`src/rtl/tdc_sweep_ctrl_pkg.sv`:
```
// Shared widths, timing constants and FSM state encoding for the TDC sweep controller.
// Combinational only (no state); imported by every file of the block.
package tdc_ctrl_pkg;
  localparam int CODE_W      = 5;
  localparam int TERM_W      = 8;
  localparam int SUM_W       = 8;
  localparam int TRIM_W      = 4;
  localparam int SYNC_STAGES = 2;
  localparam int WAIT_CYC    = 3;
  localparam int CNT_W       = 4;
  localparam int POP_W       = $clog2(TERM_W + 1);

  typedef enum logic [2:0] {
    IDLE,
    SETUP,
    FIRE,
    WAIT,
    SAMPLE,
    EMIT,
    DONE
  } state_e;
endpackage

```
`src/rtl/tdc_sweep_ctrl_if.sv`:
```
// Per-code result stream: the controller drives it (master) and the consumer drains it (slave).
// Valid/ready; the payload holds steady while valid is high and ready is low.
interface tdc_sweep_ctrl_if;
  import tdc_ctrl_pkg::*;

  logic              res_valid;
  logic              res_ready;
  logic [CODE_W-1:0] res_code;
  logic [SUM_W-1:0]  res_sum;
  logic              res_bubble;

  modport master (output res_valid, output res_code, output res_sum, output res_bubble,
                  input  res_ready);
  modport slave  (input  res_valid, input  res_code, input  res_sum, input  res_bubble,
                  output res_ready);
endinterface

```
`src/rtl/tdc_sweep_ctrl_therm_decode.sv`:
```
// Thermometer decode: popcount of the tap word, and a flag for any word that is not 2^k-1.
// Zero latency (pure combinational), no flow control.
module tdc_therm_decode
  import tdc_ctrl_pkg::*;
(
  input  logic [TERM_W-1:0] term_i,
  output logic [POP_W-1:0]  pop_o,
  output logic              bubble_o
);

  always_comb begin
    pop_o = '0;
    for (int i = 0; i < TERM_W; i++) begin
      pop_o = pop_o + POP_W'(term_i[i]);
    end
    // A clean thermometer word t = 2^k-1 has no bit in common with t+1.
    bubble_o = |(term_i & (term_i + TERM_W'(1)));
  end

endmodule

```
`src/rtl/tdc_sweep_ctrl.sv`:
```
// Sweeps the stop-path delay code from lo to hi, firing reps+1 measurements per code and emitting one summed result per code.
// First result cfg_settle+7 cycles after the start; the sweep stalls in EMIT while res_ready is low.
module tdc_sweep_ctrl
  import tdc_ctrl_pkg::*;
(
  input  logic              clk,
  input  logic              rst_n,
  input  logic              cfg_start,
  input  logic              cfg_abort,
  input  logic [CODE_W-1:0] cfg_code_lo,
  input  logic [CODE_W-1:0] cfg_code_hi,
  input  logic [CNT_W-1:0]  cfg_reps,
  input  logic [CNT_W-1:0]  cfg_settle,
  input  logic [TRIM_W-1:0] cfg_trim_start,
  input  logic [TRIM_W-1:0] cfg_trim_stop,
  input  logic [TERM_W-1:0] term_in,
  output logic [CODE_W-1:0] dly_en,
  output logic [TRIM_W-1:0] trim_start,
  output logic [TRIM_W-1:0] trim_stop,
  output logic              start_en,
  output logic              trig,
  output logic              busy,
  output logic              done,
  output logic              cfg_err,
  tdc_sweep_ctrl_if.master  res
);

  state_e                             state_q, state_d;
  logic [SYNC_STAGES-1:0][TERM_W-1:0] sync_q;
  logic [CODE_W-1:0]                  code_q, code_d, hi_q, hi_d, dly_q, dly_d;
  logic [CNT_W-1:0]                   reps_q, reps_d, settle_q, settle_d;
  logic [CNT_W-1:0]                   rep_q, rep_d, cnt_q, cnt_d;
  logic [SUM_W-1:0]                   sum_q, sum_d;
  logic                               bubble_q, bubble_d, err_q, err_d;
  logic [TRIM_W-1:0]                  trs_q, trs_d, trp_q, trp_d;
  logic [POP_W-1:0]                   pop;
  logic                               pop_bubble;

  tdc_therm_decode u_decode (
    .term_i   (sync_q[SYNC_STAGES-1]),
    .pop_o    (pop),
    .bubble_o (pop_bubble)
  );

  always_ff @(posedge clk or negedge rst_n) begin
    if (!rst_n) begin
      state_q  <= IDLE;
      sync_q   <= '0;
      code_q   <= '0;
      hi_q     <= '0;
      dly_q    <= '0;
      reps_q   <= '0;
      settle_q <= '0;
      rep_q    <= '0;
      cnt_q    <= '0;
      sum_q    <= '0;
      bubble_q <= 1'b0;
      err_q    <= 1'b0;
      trs_q    <= '0;
      trp_q    <= '0;
    end else begin
      state_q  <= state_d;
      sync_q   <= {sync_q[SYNC_STAGES-2:0], term_in};
      code_q   <= code_d;
      hi_q     <= hi_d;
      dly_q    <= dly_d;
      reps_q   <= reps_d;
      settle_q <= settle_d;
      rep_q    <= rep_d;
      cnt_q    <= cnt_d;
      sum_q    <= sum_d;
      bubble_q <= bubble_d;
      err_q    <= err_d;
      trs_q    <= trs_d;
      trp_q    <= trp_d;
    end
  end

  always_comb begin
    state_d  = state_q;
    code_d   = code_q;
    hi_d     = hi_q;
    reps_d   = reps_q;
    settle_d = settle_q;
    rep_d    = rep_q;
    cnt_d    = cnt_q;
    sum_d    = sum_q;
    bubble_d = bubble_q;
    err_d    = err_q;
    trs_d    = trs_q;
    trp_d    = trp_q;

    unique case (state_q)
      IDLE: begin
        if (cfg_start && !cfg_abort) begin
          state_d  = SETUP;
          err_d    = (cfg_code_hi < cfg_code_lo);
          code_d   = cfg_code_lo;
          // An inverted range collapses to a single-code sweep of lo.
          hi_d     = (cfg_code_hi < cfg_code_lo) ? cfg_code_lo : cfg_code_hi;
          reps_d   = cfg_reps;
          settle_d = cfg_settle;
          trs_d    = cfg_trim_start;
          trp_d    = cfg_trim_stop;
          rep_d    = '0;
          cnt_d    = '0;
          sum_d    = '0;
          bubble_d = 1'b0;
        end
      end
      SETUP: begin
        if (cnt_q == settle_q) begin
          state_d = FIRE;
          cnt_d   = '0;
        end else begin
          cnt_d = cnt_q + 1'b1;
        end
      end
      FIRE: state_d = WAIT;
      WAIT: begin
        if (cnt_q == CNT_W'(WAIT_CYC - 1)) begin
          state_d = SAMPLE;
          cnt_d   = '0;
        end else begin
          cnt_d = cnt_q + 1'b1;
        end
      end
      SAMPLE: begin
        sum_d    = sum_q + SUM_W'(pop);
        bubble_d = bubble_q | pop_bubble;
        if (rep_q < reps_q) begin
          rep_d   = rep_q + 1'b1;
          state_d = SETUP;
        end else begin
          state_d = EMIT;
        end
      end
      EMIT: begin
        if (res.res_ready) begin
          if (code_q == hi_q) begin
            state_d = DONE;
          end else begin
            code_d   = code_q + 1'b1;
            rep_d    = '0;
            sum_d    = '0;
            bubble_d = 1'b0;
            state_d  = SETUP;
          end
        end
      end
      DONE:    state_d = IDLE;
      default: state_d = IDLE;
    endcase

    if (cfg_abort) begin
      state_d = IDLE;
    end

    dly_d = (state_d == SETUP) ? code_d : dly_q;
  end

  // Input stage stays armed from settle through the sample so the fired edge is captured.
  assign start_en       = (state_q == SETUP) || (state_q == FIRE) ||
                          (state_q == WAIT)  || (state_q == SAMPLE);
  assign trig           = (state_q == FIRE);
  assign busy           = (state_q != IDLE);
  assign done           = (state_q == DONE);
  assign cfg_err        = err_q;
  assign dly_en         = dly_q;
  assign trim_start     = trs_q;
  assign trim_stop      = trp_q;
  assign res.res_valid  = (state_q == EMIT);
  assign res.res_code   = code_q;
  assign res.res_sum    = sum_q;
  assign res.res_bubble = bubble_q;

endmodule
```
`src/flat_wrapper.sv`:
```
// flat-port wrapper written by rule: the top's interface ports become plain ports
module tdc_sweep_ctrl_flat import tdc_ctrl_pkg::*;
  (clk, rst_n, cfg_start, cfg_abort, cfg_code_lo, cfg_code_hi, cfg_reps, cfg_settle, cfg_trim_start, cfg_trim_stop, term_in, dly_en, trim_start, trim_stop, start_en, trig, busy, done, cfg_err, res_res_valid, res_res_code, res_res_sum, res_res_bubble, res_res_ready);
  tdc_sweep_ctrl_if res_i ();
  input  logic clk;
  input  logic rst_n;
  input  logic cfg_start;
  input  logic cfg_abort;
  input  logic [CODE_W-1:0] cfg_code_lo;
  input  logic [CODE_W-1:0] cfg_code_hi;
  input  logic [CNT_W-1:0] cfg_reps;
  input  logic [CNT_W-1:0] cfg_settle;
  input  logic [TRIM_W-1:0] cfg_trim_start;
  input  logic [TRIM_W-1:0] cfg_trim_stop;
  input  logic [TERM_W-1:0] term_in;
  output logic [CODE_W-1:0] dly_en;
  output logic [TRIM_W-1:0] trim_start;
  output logic [TRIM_W-1:0] trim_stop;
  output logic start_en;
  output logic trig;
  output logic busy;
  output logic done;
  output logic cfg_err;
  output wire logic [$bits(res_i.res_valid)-1:0] res_res_valid;
  output wire logic [$bits(res_i.res_code)-1:0] res_res_code;
  output wire logic [$bits(res_i.res_sum)-1:0] res_res_sum;
  output wire logic [$bits(res_i.res_bubble)-1:0] res_res_bubble;
  input wire logic [$bits(res_i.res_ready)-1:0] res_res_ready;
  assign res_res_valid = res_i.res_valid;
  assign res_res_code = res_i.res_code;
  assign res_res_sum = res_i.res_sum;
  assign res_res_bubble = res_i.res_bubble;
  assign res_i.res_ready = res_res_ready;
  tdc_sweep_ctrl u_core (.clk(clk), .rst_n(rst_n), .cfg_start(cfg_start), .cfg_abort(cfg_abort), .cfg_code_lo(cfg_code_lo), .cfg_code_hi(cfg_code_hi), .cfg_reps(cfg_reps), .cfg_settle(cfg_settle), .cfg_trim_start(cfg_trim_start), .cfg_trim_stop(cfg_trim_stop), .term_in(term_in), .dly_en(dly_en), .trim_start(trim_start), .trim_stop(trim_stop), .start_en(start_en), .trig(trig), .busy(busy), .done(done), .cfg_err(cfg_err), .res(res_i));
endmodule
```
`config.mk`:
```
export PLATFORM = sky130hd
export DESIGN_NAME = tdc_sweep_ctrl_flat
export DESIGN_NICKNAME = d
export VERILOG_FILES = /design/src/rtl/tdc_sweep_ctrl_pkg.sv /design/src/rtl/tdc_sweep_ctrl_if.sv /design/src/rtl/tdc_sweep_ctrl_therm_decode.sv /design/src/rtl/tdc_sweep_ctrl.sv /design/src/flat_wrapper.sv
export SDC_FILE = /design/constraint.sdc
export NUM_CORES = 1
export LEC_CHECK = 0
export CAP_MARGIN = 0
export CORE_MARGIN = 10
export CORE_UTILIZATION = 30
export DETAILED_ROUTE_END_ITERATION = 16
export GPL_TIMING_DRIVEN = 0
export PLACE_DENSITY = 0.49
export SLEW_MARGIN = 20
export SYNTH_ARGS = -nofsm -noshare
export SYNTH_HDL_FRONTEND = slang
export SYNTH_SLANG_ARGS = --single-unit
```
`constraint.sdc`:
```
create_clock -name clk -period 4.9 [get_ports clk]
set_input_delay 0.49 -clock clk [delete_from_list [all_inputs] [get_ports clk]]
set_output_delay 0.49 -clock clk [all_outputs]
set_load 0.02 [all_outputs]
```
==> results.md <==
* Average wire per standard cell at 14.86 um
* Global-route wire length before repair at 14.24 mm
* R2R cell count at 11
* Final WL at 8.542 mm
* Setup TNS Final at 0 ns
* Worst VDD drop at 0.1954 mV
* CP endpoint: u_core.res.res_sum[6]
* Hold Worst Slack at 0.05004 ns
* Reg area at 1702 sq um
* Switching power at 0.0007064 W
* Vias in the first global route at 2866
* Clk sink count at 68
* PD cells at 444.0 nW/um^2
* Crit share post-route at 77.94%
* Net Sw Frac at 33.71%
* Seq/Total Area, Yosys at 48.68%
* Postcts setup bufs at 0
* Synthesized area at 3496 sq um
* RSZ-0062 raised after global routing: false
* Core area at 11420 sq um
* Crit-path cells: fa_1 -> inv_1 -> fa_1 -> fa_1 -> fa_1 -> fa_1 -> nand2b_1 -> a21boi_0 -> o211ai_1 -> nor4_1 -> o21bai_1
* Post-synth EDFFs at 0
* Cells after Synth at 344
* Final setup viols at 0
* Max Clk Rate at 261.9 MHz
* Placer Congestion at 0.8220
* CTS tree: built
* Initial core utilization at 30.62%
* Diode count at 0
* 1st-pass router iterations at 4
* Die H at 128.0 um
* Worst-Margin Slew at 0.6488 ns
* Worst R2R Start: u_core.sync_q[8]
* Area of the multi-input gates at 1650 sq um
* Max Fanout on Critical Path at 4
* Cell mode on critical path: fa_1
* Outcome: finished, final reports clean
* Clock latency on the worst-skew pair at 0.33 ns
* CTS max path bufs at 2
* Post-synth ARST share at 100.0%
* Clk root buf: clkbuf_16
* Final ANT Viol Nets at 0
* Hpwl dp at 6.614 mm
* Vias per Instance at 4.623
* Crit-path slowest cell: fa_1
* H-tree levels at 3
* CP Launch Point: u_core.sync_q[8]
* Power Internal at 0.001389 W
* Die Wd at 128.0 um
* Nets at 490
* Hold buffer count at CTS at 0
* Die area at 16370 sq um
* Reg2reg end: u_core.res.res_sum[6]
* GR Overflow Total at 0
* Combinational share of power at 31.5%
* TritonCTS Buffers at 9
* Syn_nets at 407
* Post-CTS Resized at 0
* Yosys reg bits at 68
* Kind of critical path: flip-flop to flip-flop
* Sequential share of power at 36.6%
* Clk_skew at 0.007111 ns
* I/O Buffers at 71
* Final worst path period need at 3.819 ns
* Clock power share at 31.9%
* Relative slew slack at 56.46%
* Yosys warning count at 0
* Most used DFF post-synth: dfrtp_1
* Initial antenna violation count at 0
* Max Cap Violations at 0
* Final Hold Fails at 0
* Gr usage total at 10.80%
* Pins Over Slew Limit at 0
* Synth unique cells at 57
* DRC at 0
* Vias at 2658
* FF-to-FF setup slack at 1.08 ns
* Slowest cell delay on critical path at 0.56 ns
* Hold WC Path Type: input port to asynchronous set/reset pin
* IO Pins at 72
* DR iter-0 viols at 95
* Largest net degree at the start of global routing at 50
* Syn avg cell area at 10.16 sq um
* Static Leak at 2.191 nW
* Startpoint Class: flip-flop
* Layout cells sized above 1 at 9.028%
* Worst setup EP type: flip-flop
* Fill cells at 1147
* Area growth syn-to-layout at 35.00%
* WP data arrival at 4.08 ns
* # rows at 39
* Worst-path clk slew at 0.06 ns
* Critical path required time at 5.16 ns
[Yosys cell counts (all sizes together) (5+ instances only)]
cell type	count	share of area, %
nand2	65	7.0
nand3	8	1.3
o21ai	22	3.1
ha	19	6.8
mux2i	5	1.4
a21o	5	1.1
xor2	9	2.3
xnor2	5	1.3
a21oi	15	2.5
nor2	27	3.0
dfrtp	68	49
inv	25	2.7
fa	5	2.9
mux2	5	1.6
[logic make-up (layout without fill, tap and decap cells)]
group	after synthesis	count (layout)	synth area share [%]
simple gates	129	129	18.36
flops	68	68	48.68
compound gates	66	66	12.63
buf+inv	33	121	4.116
fa+ha+maj	24	24	9.664
xor+xnor	14	14	3.508
mux	10	10	3.042
[per-layer routing]
metal / global-route usage, % / wire [um]
met4: 5.232 / 165
met3: 3.143 / 396
met5: 0 / 0
met1: 13.36 / 4013
met2: 16.87 / 3966
[power groups by stage]
| stage | clock (W) | sequential, W | combinational, W |
|---|---|---|---|
| after floorplan | 0 | 0.000836 | 0.000320 |
| after global placement | 0 | 0.000775 | 0.000657 |
| after detailed placement | 0 | 0.000776 | 0.000668 |
| after CTS | 0.000689 | 0.000767 | 0.000671 |
| after global routing | 0.000714 | 0.000784 | 0.000731 |
| final | 0.000668 | 0.000767 | 0.000661 |
[stage by stage]
| stage | utilization (%) | cell area [sq um] | std cells | power (W) | setup slack [ns] |
|---|---|---|---|---|---|
| global placement | 38.41 | 4385 | 558 | 0.001432 | 0.8551 |
| global route | 41.33 | 4720 | 575 | 0.002228 | 0.9094 |
| finish | 41.33 | 4720 | 575 | 0.002095 | 1.081 |
| CTS | 41.33 | 4720 | 575 | 0.002127 | 1.070 |
| detailed placement | 38.63 | 4410 | 559 | 0.001444 | 1.101 |
| floorplan | - | 3496 | 344 | 0.001156 | 1.375 |
[layout make-up]
cell class / count / share of cell area [%]
plain buffers: 8 / 1.060
well taps: 143 / 3.791
inverters: 25 / 1.988
clock inverters: 7 / 1.776
multi-input cells: 243 / 34.97
flip-flops and latches: 68 / 36.06
repair buffers: 72 / 15.59
clock buffers: 9 / 4.772
[worst min path at each step]
stage	start	slack, ns	cells after the start	end
2_1_floorplan	rst_n	0.19	0	u_core.cfg_err
3_3_place_gp	u_core.sync_q[0]	0.33	0	u_core.sync_q[8]
3_5_place_dp	u_core.sync_q[0]	0.34	0	u_core.sync_q[8]
4_1_cts	rst_n	0.04	1	u_core.trim_start[0]
5_1_grt	rst_n	0.05	1	u_core.cnt_q[3]
6_report	rst_n	0.05	1	u_core.trim_stop[3]
[critical path, delay by kind of cell, from the launching register on]
kind / cells / cell delay [ns]
AOI/OAI and AO/OA: 3 / 0.49
adders and majority gates: 5 / 2.35
buffers and inverters: 1 / 0.05
DFF: 1 / 0.42
and+or+nand+nor: 2 / 0.44
[layout by cell type (no fill, tap or decap), drive strengths merged, types with 3 or more instances in the layout]
cell type and instances:
clkdlybuf4s50 70, dfrtp 68, nand2 65, inv 28, nor2 27, o21ai 22, ha 19, a21oi 15
clkbuf 13, xor2 9, nand3 8, buf 6, a21o 5, xnor2 5, mux2 5, mux2i 5
fa 5, nand4 4, nand2b 4, nor3 4, a211o 3, a221o 3, a31oi 3
[state kept, by name, summed over array words and instances (netlist names), 4 cells and up]
| name | flops |
|---|---|
| u_core.trim_stop | 4 |
| u_core.res.res_code | 5 |
| u_core.res.res_sum | 8 |
| u_core.cnt_q | 4 |
| u_core.reps_q | 4 |
| u_core.sync_q | 16 |
| u_core.trim_start | 4 |
| u_core.dly_en | 5 |
| u_core.hi_q | 5 |
| u_core.rep_q | 4 |
| u_core.settle_q | 4 |
Power figures use the tool's default switching activity.
